===== src/rtl/dna_mem_pkg.sv =====
// dna_mem_pkg: shared definitions for the DNA alignment memory sequencer.
//   state_e   - sequencer FSM states
//   DEPTH     - words per memory for the default 512-byte memory
//   CNT_W     - width of a word count that can hold DEPTH itself
//   byte_addr - word index to byte address (word aligned)
package dna_mem_pkg;

  typedef enum logic [2:0] {
    ST_IDLE,
    ST_LOAD_READ,
    ST_LOAD_REF,
    ST_FETCH,
    ST_DONE
  } state_e;

  localparam int MEM_SIZE_DEF = 512;
  localparam int DEPTH        = MEM_SIZE_DEF / 4;
  localparam int CNT_W        = $clog2(DEPTH) + 1;

  function automatic logic [31:0] byte_addr(input logic [31:0] idx);
    return idx << 2;
  endfunction

endpackage


===== src/rtl/dna_pair_reg.sv =====
// dna_pair_reg: output register of the pair channel with valid/ready hold.
//   ld_i        - load a new pair (caller guarantees !valid_o || ready_i)
//   ready_i     - downstream ready; drops valid_o when nothing new is loaded
//   rd_i/rf_i   - read / ref word of the pair
//   row_last_i  - pair carries the last read word of its ref row
//   last_i      - final pair of the job
//   *_o         - registered copies, stable while valid_o && !ready_i
module dna_pair_reg #(
  parameter int DW = 32
) (
  input  logic          clk,
  input  logic          rst_n,
  input  logic          ld_i,
  input  logic          ready_i,
  input  logic [DW-1:0] rd_i,
  input  logic [DW-1:0] rf_i,
  input  logic          row_last_i,
  input  logic          last_i,
  output logic          valid_o,
  output logic [DW-1:0] rd_o,
  output logic [DW-1:0] rf_o,
  output logic          row_last_o,
  output logic          last_o
);

  always_ff @(posedge clk or negedge rst_n) begin
    if (!rst_n) begin
      valid_o    <= 1'b0;
      rd_o       <= '0;
      rf_o       <= '0;
      row_last_o <= 1'b0;
      last_o     <= 1'b0;
    end else if (ld_i) begin
      valid_o    <= 1'b1;
      rd_o       <= rd_i;
      rf_o       <= rf_i;
      row_last_o <= row_last_i;
      last_o     <= last_i;
    end else if (ready_i) begin
      valid_o    <= 1'b0;
    end
  end

endmodule


===== src/rtl/dna_mem_seq.sv =====
// dna_mem_seq: load-and-fetch sequencer for the DNA alignment memories.
//   start                      - job start pulse (honoured in IDLE/DONE)
//   s_valid/s_ready/s_data/s_last - host stream: packet 1 -> read mem, packet 2 -> ref mem
//   we_*/addw_*/din_*/addr_*   - memory ports (write and combinational read)
//   dout_*                     - memory read data, valid in the same cycle
//   f_valid/f_ready/f_read/f_ref/f_row_last/f_last - pair channel, ref-outer, read-inner
//   len_read/len_ref           - stored word counts (capped at DEPTH)
//   busy/done/err_ovf          - status; err_ovf is sticky until the next start
module dna_mem_seq
  import dna_mem_pkg::*;
#(
  parameter int MEM_SIZE   = 512,
  parameter int ADDR_WIDTH = 32,
  parameter int DATA_WIDTH = 32,
  localparam int D  = MEM_SIZE / 4,
  localparam int CW = $clog2(D) + 1
) (
  input  logic                  clk,
  input  logic                  rst_n,
  input  logic                  start,
  input  logic                  s_valid,
  output logic                  s_ready,
  input  logic [DATA_WIDTH-1:0] s_data,
  input  logic                  s_last,
  output logic                  we_read,
  output logic [ADDR_WIDTH-1:0] addw_read,
  output logic [DATA_WIDTH-1:0] din_read,
  output logic [ADDR_WIDTH-1:0] addr_read,
  input  logic [DATA_WIDTH-1:0] dout_read,
  output logic                  we_ref,
  output logic [ADDR_WIDTH-1:0] addw_ref,
  output logic [DATA_WIDTH-1:0] din_ref,
  output logic [ADDR_WIDTH-1:0] addr_ref,
  input  logic [DATA_WIDTH-1:0] dout_ref,
  output logic                  f_valid,
  input  logic                  f_ready,
  output logic [DATA_WIDTH-1:0] f_read,
  output logic [DATA_WIDTH-1:0] f_ref,
  output logic                  f_row_last,
  output logic                  f_last,
  output logic [CW-1:0]         len_read,
  output logic [CW-1:0]         len_ref,
  output logic                  busy,
  output logic                  done,
  output logic                  err_ovf
);

  state_e        state_q;
  logic [CW-1:0] len_read_q, len_ref_q;
  logic [CW-1:0] i_q, j_q;
  logic          err_q;
  logic          all_ld_q;   // final pair already loaded into the output register

  logic in_lr, in_lf, in_f, beat;
  logic room_rd, room_rf;
  logic ld, row_last, last, acc_last;

  assign in_lr = (state_q == ST_LOAD_READ);
  assign in_lf = (state_q == ST_LOAD_REF);
  assign in_f  = (state_q == ST_FETCH);

  // Load side: the stored length doubles as the next write index, so once
  // it reaches D every further beat is accepted but dropped.
  assign s_ready = in_lr | in_lf;
  assign beat    = s_valid & s_ready;
  assign room_rd = (len_read_q < CW'(D));
  assign room_rf = (len_ref_q  < CW'(D));

  assign we_read   = beat & in_lr & room_rd;
  assign addw_read = in_lr ? ADDR_WIDTH'(byte_addr(32'(len_read_q))) : '0;
  assign din_read  = in_lr ? s_data : '0;
  assign we_ref    = beat & in_lf & room_rf;
  assign addw_ref  = in_lf ? ADDR_WIDTH'(byte_addr(32'(len_ref_q))) : '0;
  assign din_ref   = in_lf ? s_data : '0;

  // Fetch side: combinational memory read at the current (i, j).
  assign addr_read = in_f ? ADDR_WIDTH'(byte_addr(32'(i_q))) : '0;
  assign addr_ref  = in_f ? ADDR_WIDTH'(byte_addr(32'(j_q))) : '0;

  assign row_last = (i_q == len_read_q - CW'(1));
  assign last     = row_last & (j_q == len_ref_q - CW'(1));
  assign ld       = in_f & ~all_ld_q & (~f_valid | f_ready);
  assign acc_last = f_valid & f_ready & f_last;

  assign busy     = in_lr | in_lf | in_f;
  assign done     = (state_q == ST_DONE);
  assign err_ovf  = err_q;
  assign len_read = len_read_q;
  assign len_ref  = len_ref_q;

  always_ff @(posedge clk or negedge rst_n) begin
    if (!rst_n) begin
      state_q    <= ST_IDLE;
      len_read_q <= '0;
      len_ref_q  <= '0;
      i_q        <= '0;
      j_q        <= '0;
      err_q      <= 1'b0;
      all_ld_q   <= 1'b0;
    end else begin
      unique case (state_q)
        ST_IDLE, ST_DONE: begin
          if (start) begin
            state_q    <= ST_LOAD_READ;
            len_read_q <= '0;
            len_ref_q  <= '0;
            i_q        <= '0;
            j_q        <= '0;
            err_q      <= 1'b0;
            all_ld_q   <= 1'b0;
          end
        end
        ST_LOAD_READ: begin
          if (beat) begin
            if (room_rd) len_read_q <= len_read_q + CW'(1);
            else         err_q      <= 1'b1;
            if (s_last)  state_q    <= ST_LOAD_REF;
          end
        end
        ST_LOAD_REF: begin
          if (beat) begin
            if (room_rf) len_ref_q <= len_ref_q + CW'(1);
            else         err_q     <= 1'b1;
            if (s_last)  state_q   <= ST_FETCH;
          end
        end
        ST_FETCH: begin
          if (ld) begin
            if (row_last) begin
              i_q <= '0;
              j_q <= j_q + CW'(1);
            end else begin
              i_q <= i_q + CW'(1);
            end
            if (last) all_ld_q <= 1'b1;
          end
          if (acc_last) state_q <= ST_DONE;
        end
        default: state_q <= ST_IDLE;
      endcase
    end
  end

  dna_pair_reg #(.DW(DATA_WIDTH)) u_pair (
    .clk        (clk),
    .rst_n      (rst_n),
    .ld_i       (ld),
    .ready_i    (f_ready),
    .rd_i       (dout_read),
    .rf_i       (dout_ref),
    .row_last_i (row_last),
    .last_i     (last),
    .valid_o    (f_valid),
    .rd_o       (f_read),
    .rf_o       (f_ref),
    .row_last_o (f_row_last),
    .last_o     (f_last)
  );

endmodule


===== config.mk =====
export PLATFORM = sky130hd
export DESIGN_NAME = dna_mem_seq
export DESIGN_NICKNAME = d
export VERILOG_FILES = /design/src/rtl/dna_mem_pkg.sv /design/src/rtl/dna_pair_reg.sv /design/src/rtl/dna_mem_seq.sv
export SDC_FILE = /design/constraint.sdc
export NUM_CORES = 1
export LEC_CHECK = 0
export BUFFER_PORTS_ARGS = -buffer_cell sky130_fd_sc_hd__buf_4
export CAP_MARGIN = 10
export CORE_AREA = 2 2 149 151
export CTS_CLUSTER_DIAMETER = 120
export DETAILED_ROUTE_END_ITERATION = 7
export DIE_AREA = 0 0 151 153
export PLACE_DENSITY = 0.66
export SLEW_MARGIN = 25
export SYNTH_ARGS = -nofsm -noshare
export SYNTH_HDL_FRONTEND = slang
export SYNTH_SLANG_ARGS = --single-unit

===== constraint.sdc =====
create_clock -name clk -period 7.37 [get_ports clk]
set_input_delay 0.3685 -clock clk [delete_from_list [all_inputs] [get_ports clk]]
set_output_delay 0.3685 -clock clk [all_outputs]
set_load 0.05 [all_outputs]

# --- Yosys cells after proc, flatten, opt, wreduce, memory -nomap -nowiden ---
# Index checks and enable logic that the tools add are counted.
totals:
  wordCells: 105
  regBits: 104
  in_bits: 102
  out_inout_bits: 281
op_classes:
  n_addsub: 6
  muxes: 37
  eq_ne: 19
  n_lt_le_gt_ge: 2
  reduce_logical: 14
  bitwise_logic: 15
ops:
  columns: ["cell", "count"]
  rows:
  - ["8-bit 2-to-1 mux", 9]
  - ["32-bit 2-to-1 mux", 2]
  - ["8-bit case mux with 2 select lines", 4]
  - ["10-bit 2-to-1 mux", 4]
  - ["8-bit by 1-bit adder with 8-bit output, second input constant", 4]
  - ["3-bit 2-to-1 mux", 6]
  - ["8-bit equality test", 2]
  - ["8-bit less-than comparator, second input constant", 2]
  - ["2-bit by 1-bit inequality test with 1-bit output, second input constant", 8]
  - ["4-bit AND reduction", 4]
  - ["8-bit by 1-bit subtractor with 8-bit output, second input constant", 2]
  - ["3-bit case mux with 4 select lines", 1]
  - ["6-bit AND reduction", 2]
  - ["1-bit AND", 10]
  - ["2-bit inequality test, second input constant", 5]
  - ["1-bit 2-to-1 mux", 9]
  - ["2-bit nonzero test", 4]
  - ["3-bit by 2-bit equality test with 1-bit output, second input constant", 2]
  - ["3-bit by 1-bit equality test with 1-bit output, second input constant", 1]
  - ["3-bit equality test, second input constant", 1]
  - ["3-bit logical NOT", 1]
  - ["1-bit bitwise OR", 3]
  - ["1-bit case mux with 3 select lines", 1]
  - ["3-bit AND reduction", 1]
  - ["other kinds (4)", 5]

# --- Longest topological paths before layout ---
# Gate-level depths: netlist (run 1).
logic_depth:
  ltp_word: 6
  mapped_depth: 12
  mapped_depth_nobuf: 9

# --- By module ---
# A second synthesis (run 1) with hierarchy kept.
unflattened:
  hier_cells: 633
  hier_area_um2: 6419.9
modules_own_cells:
  columns: ["module", "n_inst", "cells_each", "area_each_um2", "seq_area_each_um2"]
  rows:
  - ["dna_mem_seq", 1, 491, 3823.7, 925.9]
  - ["dna_pair_reg", 1, 142, 2596.2, 1676.6]

# --- Worst setup path after synthesis (run 1) ---
# Ideal clock, no wire load.
synth_path:
  path_type: "register to register"
  start: "reg len_read_q[0], in the netlist len_read[0]"
  end: "reg j_q[4]"
  period_less_slack_ns: 3.027
  setup_slack_ns: 4.343
  path_stages_with_launch: 11
  n_path_buf: 2
  setup_time_ns: 0.078
  required_time_ns: 7.292
  arrival_time_ns: 2.949
  cell_sequence: "dfrtp_1 clkbuf_1 inv_1 ha_1 or3_1 a31o_1 nor4_4 nand3_2 buf_6 or4_1 a21oi_1"
synth_via:
  elab_chain_cells: 4
synth_lines:
  columns: ["element", "line_no", "rtl"]
  rows:
  - ["from (decl)", "dna_mem_seq.sv:49", "logic [CW-1:0] len_read_q, len_ref_q;"]
  - ["from (signal assigned)", "dna_mem_seq.sv:115", "if (room_rd) len_read_q <= len_read_q + CW'(1);"]
  - ["8-bit by 1-bit subtractor with 8-bit output", "dna_mem_seq.sv:80", "assign row_last = (i_q == len_read_q - CW'(1));"]
  - ["8-bit equality test", "dna_mem_seq.sv:80", null]
  - ["2-bit by 1-bit inequality test with 1-bit output (no line)", null, null]
  - ["4-bit AND reduction (no line)", null, null]
  - ["to (signal assigned)", "dna_mem_seq.sv:131", "j_q <= j_q + CW'(1);"]
  - ["to (decl)", "dna_mem_seq.sv:50", "logic [CW-1:0] i_q, j_q;"]
# No other way between the ends.
# A chain may end at the register's enable or synchronous reset.

# --- Worst setup path after layout (run 1) ---
layout_path:
  start: "reg state_q[2]"
  end: "reg j_q[5]"
layout_via:
  elab_chain_cells: 5
  word_cells_on_any_way: 12
  cone_classes: "eq/ne: 5; mux: 1; bitwise: 2; reduce/logical: 4"
layout_lines:
  columns: ["element", "line_no", "rtl"]
  rows:
  - ["from (decl)", "dna_mem_seq.sv:48", "state_e state_q;"]
  - ["from (signal assigned)", "dna_mem_seq.sv:93", "state_q <= ST_IDLE;"]
  - ["from (signal assigned)", "dna_mem_seq.sv:104", "state_q <= ST_LOAD_READ;"]
  - ["from (signal assigned)", "dna_mem_seq.sv:117", "if (s_last) state_q <= ST_LOAD_REF;"]
  - ["3-bit by 2-bit equality test with 1-bit output", "dna_mem_seq.sv:60, dna_mem_seq.sv:101", null]
  - ["1-bit AND (2 in series)", "dna_mem_seq.sv:82", "assign ld = in_f & ~all_ld_q & (~f_valid | f_ready);"]
  - ["2-bit by 1-bit inequality test with 1-bit output (no line)", null, null]
  - ["4-bit AND reduction (no line)", null, null]
# Parallel ways exist; a longest one is shown, timed or not.

==> flow_summary.yaml, run 1 <==
critical_path:
  path_max_fanout: 71
  r2r_cells: 7
  cp-start-kind: "flip-flop"
  r2r_start: "state_q[2]"
  reg2reg_to: "j_q[5]"
  critical_path_class: "flip-flop to flip-flop"
  cp_data_required_time_ns: 7.64
  crit_arrival_ns: 3.59
  cp-startpoint: "state_q[2]"
  cp-end-kind: "flip-flop"
  regToRegSetupSlack_ns: 4.05
detailed_routing:
  drc: 0
  ant_nets: 0
  drt-total-wl_um: 19900
  drt-initial-drc-count: 193
  viasPerCell: 4.30
  drtPass1Iterations: 4
  wl_per_cell_um: 15.3
  via_count: 5603
timing:
  hold_slack_ns: 0.0302
  skew_ns: 0.0115
  setup_tns_ns: 0
  worst_pin_slew_ns: 0.895
  worst_slack_ns: 4.05
  relSlewSlack: 0.403
  slew_viol_final: 0
  setup_viol_count_final: 0
  fmax_ghz: 0.301
  rsz0062_at_grt: "false"
  finalCritPeriodShare: 0.451
  fin_crit_ns: 3.32
  finalHoldViolCount: 0
clock_tree:
  clockBufferDepth: 2
  cts_made_buffers: 9
  ctsHoldBuffers: 0
  htreeDepth: 3
  numClockSinks: 104
  clk_latency_ns: 0.35
  clock-root-buffer: "clkbuf_16"
  clk_pin_slew_ns: 0.08
  cts_resized: 0
  post_cts_buffers: 0
  cts_tree: "done"
floorplan:
  die_area_mm2: 0.0231
  ioPinCount: 383
  die_h_um: 153
  dieWidth_um: 151
  core-area_mm2: 0.0215
  rows: 54
  initial_core_util: 0.290
placement:
  place_inst: 1286
  routabilityCongestion: 0.808
  preCtsSetupSlack_ns: 4.04
  io_buffers: 286
  dp_hpwl_um: 15500
logic_synthesis:
  avgSynthCellArea_um2: 8.15
  ys.flop_type: "dfrtp_1"
  synth_cell_type_count: 51
  yosysWarnings: 0
  netlist_area_mm2: 0.00623
  ys_seq_area_frac: 0.418
  ys_ff_latch: 104
  synth_top_area_frac: 0.418
  synthArstFlopShare: 1.00
  synthCells: 764
  synth_edf_count: 0
  synth_area_leaders: "dfrtp_1 (42%), nand2_1 (13%), buf_4 (12%)"
  synth_top_area_cell: "dfrtp_1"
cells_and_area:
  area_growth_syn_to_layout_pct: 36.9
  nNetsFinal: 1125
  final_cell_mix: "buf_4 (289), nand2_1 (222), dfrtp_1 (104)"
  n_fill_cell: 2187
  final_common_cell: "buf_4"
  drive_gt1_frac: 0.307
  layout.cells.non_filler: 1303
outcome:
  status: "finished clean"
power_and_ir_drop:
  leakage_nw: 4.61
  ir_drop_uv: 273
  total_power_w: 0.00402
  p_per_area_mw_per_mm2: 472
flow_run:
  maxCapViolCount: 0
min_path:
  hp-class: "primary input to async pin"
global_route:
  grt.total_usage: 0.165
  grt_pass1_vias: 5216
  grt_max_degree: 72
  gr-total-overflow: 0
  antenna_found_initial: 1
  grt_first_pass_wirelength_um: 29200
==> per-stage QoR <==
stage                      util  instance area (µm²)
after floorplan               -                 6580
after global placement    0.382                 8210
after detailed placement  0.382                 8210
after CTS                 0.396                 8510
after global routing      0.397                 8520
final                     0.397                 8520
==> worst max-delay path by stage <==
| stage | slack, ns | endpoint |
|---|---|---|
| 3_3_place_gp | 4.09 | j_q[5] |
| 3_5_place_dp | 4.04 | j_q[5] |
| 6_report | 4.05 | j_q[5] |
| 5_1_grt | 3.73 | j_q[5] |
| 4_1_cts | 3.94 | we_read |
| 2_1_floorplan | 4.34 | j_q[4] |
==> cells by family (layout without fill, tap and decap cells) <==
group,after synthesis,count (layout),share of synthesized area
adder cells (fa/ha/maj),6,6,0.0121
buffers and inverters,151,314,0.152
AO/OA/AOI/OAI,52,52,0.0502
flip-flops,104,104,0.418
XOR/XNOR,34,34,0.0478
AND/OR/NAND/NOR,416,416,0.320
other,1,97,0.000602
==> power by group <==
group          total [W]  switching, W  internal, W
sequential      0.000961      0.000184     0.000777
combinational    0.00257       0.00186     0.000709
clock           0.000490      0.000236     0.000254
==> worst max-delay path: stages (launching register included) <==
cell and delay (ns):
dfrtp_1 0.51, and2b_1 0.55, nand2_1 0.24, nor3_4 0.22, buf_4 0.56, nand3_2 0.42, or4_1 0.57, a21oi_1 0.15
==> layout make-up <==
cell class,instances,area (µm²),area share
Multi-Input combinational cell,604,3060,0.359
Timing Repair Buffer,289,2170,0.255
Sequential cell,104,2600,0.305
Tap cell,280,350,0.0411
Antenna cell,1,2.50,0.000294
Clock inverter,5,50.0,0.00587
Clock buffer,11,253,0.0297
Inverter,9,33.8,0.00396
==> cells in the mapped netlist (2+ instances only) <==
library cell	instances
dfrtp_1	104
xnor2_1	17
and2_1	76
a31oi_1	4
buf_1	3
nand3_1	12
nor3_1	12
nand4_1	6
nand3b_1	4
xor2_1	17
nor2b_1	5
and3_1	17
ha_1	6
o31ai_1	3
or4_1	2
nand2_1	222
clkbuf_1	40
nand2b_1	6
o21ai_1	4
o21ai_0	15
buf_4	96
buf_6	2
a41oi_1	3
nor2_1	33
a21oi_1	13
and4_1	3
o22ai_1	2
or3_1	6
inv_1	9
==> metal layers <==
layer / share of wire / global-route usage / up-vias / wire [µm]
met5: 0 / 0 / - / 0
met4: 0.014 / 0.0476 / 0 / 274
met3: 0.089 / 0.0490 / 22 / 1760
met2: 0.52 / 0.301 / 254 / 10400
met1: 0.37 / 0.184 / 2593 / 7450
li1: - / - / 2734 / -
==> sequential cells by signal (all words and copies together), names as in the netlist <==
register           cells
i_q                    8
all_ld_q               1
u_pair.row_last_o      1
len_read               8
state_q                3
u_pair.rd_o           32
u_pair.last_o          1
j_q                    8
u_pair.valid_o         1
u_pair.rf_o           32
len_ref                8
err_ovf                1
Power figures use the tool's default switching activity.
==> inputs of run 2 (changes only) <==
==> constraint.sdc (replaced) <==
create_clock -name clk -period 3.3 [get_ports clk]
set_input_delay 0.165 -clock clk [delete_from_list [all_inputs] [get_ports clk]]
set_output_delay 0.165 -clock clk [all_outputs]
set_load 0.05 [all_outputs]
==> flow_summary.yaml, run 2 (synthesized netlist as in run 1, its figures left out) <==
critical_path:
  crit_arrival_ns: 3.14
  worstPathCellList: "inv_1 -> ha_1 -> or3_1 -> a31o_1 -> nor4_4 -> nand3_2 -> buf_4 -> or3_1 -> a21oi_1"
  path_max_fanout: 12
  cp-start-kind: "flip-flop"
  crit_cells: 9
  cp-startpoint: "len_read[0]"
  crit_family: "simple AND/OR/NAND/NOR gates"
  regToRegSetupSlack_ns: 0.42
  r2r_cells: 9
  critical_path_class: "flip-flop to flip-flop"
  slowest_delay_ns: 0.54
  r2r_start: "len_read[0]"
  cpMostUsedCell: "or3_1"
  worst-path-buf-inv: 2
  cp-end-kind: "flip-flop"
  cp_data_required_time_ns: 3.56
  slowest_stage: "dfrtp_1"
  reg2reg_to: "j_q[6]"
floorplan:
  ioPinCount: 383
  initial_core_util: 0.290
  die_h_um: 153
  rows: 54
  core-area_mm2: 0.0215
  die_area_mm2: 0.0231
  dieWidth_um: 151
flow_run:
  maxCapViolCount: 0
placement:
  placed_cell_area_mm2: 0.00828
  dp_hpwl_um: 15300
  io_buffers: 286
  routabilityCongestion: 0.849
  place_inst: 1292
  preCtsSetupSlack_ns: 0.458
detailed_routing:
  ant_nets: 0
  drc: 0
  viasPerCell: 4.34
  via_count: 5900
  drtPass1Iterations: 4
  wl_per_cell_um: 15.3
  drt-initial-drc-count: 242
  drt-total-wl_um: 20800
global_route:
  antenna_found_initial: 0
  grt.total_usage: 0.176
  grt_pass1_vias: 5596
  grt_max_degree: 71
  gr-total-overflow: 0
  grt_first_pass_wirelength_um: 31400
timing:
  worst_slack_ns: 0.420
  relSlewSlack: 0.416
  rsz0062_at_grt: "false"
  fin_crit_ns: 2.88
  fmax_ghz: 0.347
  setup_viol_count_final: 0
  worst_pin_slew_ns: 0.876
  finalHoldViolCount: 0
  skew_ns: 0.0112
  finalCritPeriodShare: 0.873
  setup_tns_ns: 0
  slew_viol_final: 0
cells_and_area:
  n_fill_cell: 2121
  drive_gt1_frac: 0.295
  finalCoreUtilization: 0.426
  final_common_cell: "buf_4"
  top_regs: "u_pair.rd_o x32, u_pair.rf_o x32"
  final_area_mm2: 0.00915
  diodes: 0
  area_growth_syn_to_layout_pct: 47.0
  final_cell_mix: "buf_4 (293), nand2_1 (222), dfrtp_1 (104)"
  layout.cells.non_filler: 1358
  nNetsFinal: 1183
clock_tree:
  ctsHoldBuffers: 52
  clk_pin_slew_ns: 0.08
  post_cts_buffers: 0
  numClockSinks: 104
  cts_made_buffers: 9
  clk_latency_ns: 0.35
  htreeDepth: 3
  cts_tree: "done"
  clockBufferDepth: 2
  clock-root-buffer: "clkbuf_16"
  cts_resized: 0
min_path:
  hp-class: "primary input to flip-flop"
  hold_end: "u_pair.rd_o[18]"
  min_path_cells: 3
  hp-start: "dout_read[18]"
outcome:
  status: "finished clean"
power_and_ir_drop:
  p_per_area_mw_per_mm2: 1020
  ir_drop_uv: 592
  leakage_nw: 4.89
[run 2: layout make-up]
| cell class | count | area, µm² | area share |
|---|---|---|---|
| multi-input cells | 604 | 3050 | 0.333 |
| well taps | 280 | 350 | 0.0383 |
| inverters | 9 | 33.8 | 0.00369 |
| repair buffers | 347 | 2760 | 0.302 |
| flip-flops and latches | 104 | 2600 | 0.284 |
| clock inverters | 5 | 129 | 0.0141 |
| clock buffers | 9 | 225 | 0.0246 |
[run 2: metrics by stage]
step                      hold WS [ns]  total power, W
after global placement           0.281         0.00796
after CTS                      0.00105         0.00940
final                           0.0171         0.00935
after detailed placement         0.280         0.00801
after global routing            0.0102         0.00988
after floorplan                 -0.131         0.00635
[run 2: report_power, final]
part | leakage (nW) | internal (W) | switching, W
clock network | 0.172 | 0.000814 | 0.000499
registers | 1.33 | 0.00174 | 0.000368
logic | 3.38 | 0.00167 | 0.00426
total | 4.89 | 0.00422 | 0.00513
[run 2: worst min-delay path, delay by kind of cell]
kind	cells	cell delay, ns
buffers and inverters	1	0.08
AND/OR/NAND/NOR	2	0.09
[run 2: routing by layer]
layer	routed length, µm	GRT usage	up-vias	part of all wire
li1	-	-	2846	-
met2	10900	0.319	275	0.52
met4	350	0.0503	0	0.017
met5	0	0	-	0
met1	7860	0.201	2758	0.38
met3	1680	0.0484	21	0.081
[run 2: how the worst max path moves through the flow]
stage,end,slack (ns)
detailed placement,j_q[6],0.46
CTS,j_q[6],0.43
global placement,j_q[6],0.53
floorplan,j_q[4],0.27
finish,j_q[6],0.42
global route,j_q[6],0.18
==> inputs of run 3 (changes only) <==
--- a/config.mk
+++ b/config.mk
@@ -11,6 +11,7 @@
 export CTS_CLUSTER_DIAMETER = 120
 export DETAILED_ROUTE_END_ITERATION = 7
 export DIE_AREA = 0 0 151 153
+export GPL_TIMING_DRIVEN = 0
 export PLACE_DENSITY = 0.66
 export SLEW_MARGIN = 25
 export SYNTH_ARGS = -nofsm -noshare
==> flow_summary.yaml, run 3 (synthesized netlist as in run 1, its figures left out) <==
power_and_ir_drop:
  p_per_area_mw_per_mm2: 938
  combPwrFrac: 0.663
  switching_share: 0.564
  p_int_w: 0.00405
  ir_drop_uv: 693
  leakage_nw: 5.41
  p_clk_frac: 0.117
  p_switching_w: 0.00525
  p_seq_frac: 0.221
cells_and_area:
  area_growth_syn_to_layout_pct: 59.2
  n_fill_cell: 2102
  final_common_cell: "buf_4"
  drive_gt1_frac: 0.336
  nNetsFinal: 1316
  final_cell_mix: "buf_4 (381), nand2_1 (222), dfrtp_1 (104)"
  top_regs: "u_pair.rd_o x32, u_pair.rf_o x32"
critical_path:
  cp-start-kind: "flip-flop"
  critical_path_class: "flip-flop to flip-flop"
  path_max_fanout: 11
  r2r_start: "len_read[0]"
  cp-end-kind: "flip-flop"
  cp_data_required_time_ns: 3.51
  crit_arrival_ns: 3.23
  cp-startpoint: "len_read[0]"
clock_tree:
  clk_pin_slew_ns: 0.08
  clock-root-buffer: "clkbuf_16"
  post_cts_buffers: 0
  cts_resized: 0
  cts_made_buffers: 9
  clockBufferDepth: 2
  cts_tree: "done"
  htreeDepth: 3
  numClockSinks: 104
  clk_latency_ns: 0.35
timing:
  worst_pin_slew_ns: 0.841
  slew_viol_final: 0
  rsz0062_at_grt: "false"
  fin_crit_ns: 3.02
  worst_slack_ns: 0.279
  skew_ns: 0.0138
  relSlewSlack: 0.432
  fmax_ghz: 0.331
  setup_viol_count_final: 0
  finalCritPeriodShare: 0.915
  finalHoldViolCount: 0
  setup_tns_ns: 0
global_route:
  grt_max_degree: 105
  grt_pass1_vias: 6191
  grt_first_pass_wirelength_um: 33000
  grt.total_usage: 0.184
  antenna_found_initial: 1
  gr-total-overflow: 0
detailed_routing:
  drt-initial-drc-count: 216
  ant_nets: 0
  via_count: 6291
  drc: 0
  drt-total-wl_um: 21900
  drtPass1Iterations: 4
  viasPerCell: 4.21
  wl_per_cell_um: 14.7
placement:
  dp_hpwl_um: 17200
  preCtsSetupSlack_ns: 0.154
  routabilityCongestion: 0.797
  io_buffers: 286
min_path:
  hp-class: "primary input to flip-flop"
  hp-start: "dout_ref[14]"
floorplan:
  die_area_mm2: 0.0231
  dieWidth_um: 151
  rows: 54
  core-area_mm2: 0.0215
  die_h_um: 153
  initial_core_util: 0.290
  ioPinCount: 383
flow_run:
  maxCapViolCount: 0
outcome:
  status: "finished clean"
run 3: cell count changes in the layout (fill, tap and decap cells not counted), moves of 2 or more:
cell	previous run	this run
inv_8	0	2
buf_1	0	3
clkbuf_1	0	39
clkbuf_8	0	2
buf_6	0	2
buf_4	293	381
buf_12	2	0
bufinv_16	4	0
clkinv_4	0	2
nor2_2	2	0
nor2_1	31	33
run 3: what timing repair did:
action,in CTS,in global routing
hold buffers,53,0
setup endpoints to repair,0,7
endpoints found under the hold margin,89,0
run 3: final timing paths:
check	to	slack, ns	cells after the start
worst max-delay path	j_q[7]	0.28	10
worst min-delay path	u_pair.rf_o[14]	0.01	3
worst max register to register	j_q[7]	0.28	10
worst min register to register	u_pair.rf_o[31]	0.48	2
max in group asynchronous	j_q[6]	2.24	2
min in group asynchronous	u_pair.rd_o[10]	0.48	2
run 3: final cells by class:
type                            instances  area (µm²)  share of cell area
Inverter                                9        33.8             0.00341
Antenna cell                            1        2.50            0.000252
Tap cell                              280         350              0.0353
Clock buffer                           10         239              0.0241
Timing Repair Buffer                  339        2680               0.271
Clock inverter                          6        57.6             0.00581
Multi-Input combinational cell        604        3040               0.306
Sequential cell                       104        2600               0.263
Buffer                                141         906              0.0914
run 3: through the flow:
step	total power (W)	std cells	instance area [µm²]	util	hold slack (ns)
after floorplan	0.00635	859	6580	-	-0.131
after global placement	0.00815	1425	9080	0.423	0.355
after detailed placement	0.00821	1425	9080	0.423	0.358
after CTS	0.00937	1494	9910	0.461	0.000347
after global routing	0.00983	1494	9910	0.461	0.00703
final	0.00930	1494	9910	0.461	0.0130
run 3: critical path, stage by stage, from the launching register on:
cell and delay, ns:
dfrtp_1 0.55, inv_1 0.10, ha_1 0.29, or3_1 0.39, a31o_1 0.25, nor4_4 0.33, nand3_2 0.16, buf_6 0.18
clkbuf_1 0.27, o211ai_1 0.25, o31ai_1 0.09
run 3: power by group through the flow:
stage          registers [W]  clock network, W  logic [W]
2_1_floorplan        0.00348                 0    0.00287
3_3_place_gp         0.00204                 0    0.00611
3_5_place_dp         0.00204                 0    0.00618
4_1_cts              0.00204           0.00112    0.00622
5_1_grt              0.00211           0.00116    0.00655
6_report             0.00205           0.00109    0.00616
run 3: layer usage:
layer	vias up	share of wire	GRT usage
li1	3118	-	-
met1	2871	0.35	0.186
met2	273	0.53	0.352
met3	29	0.093	0.0513
met4	0	0.029	0.0734
met5	-	0	0
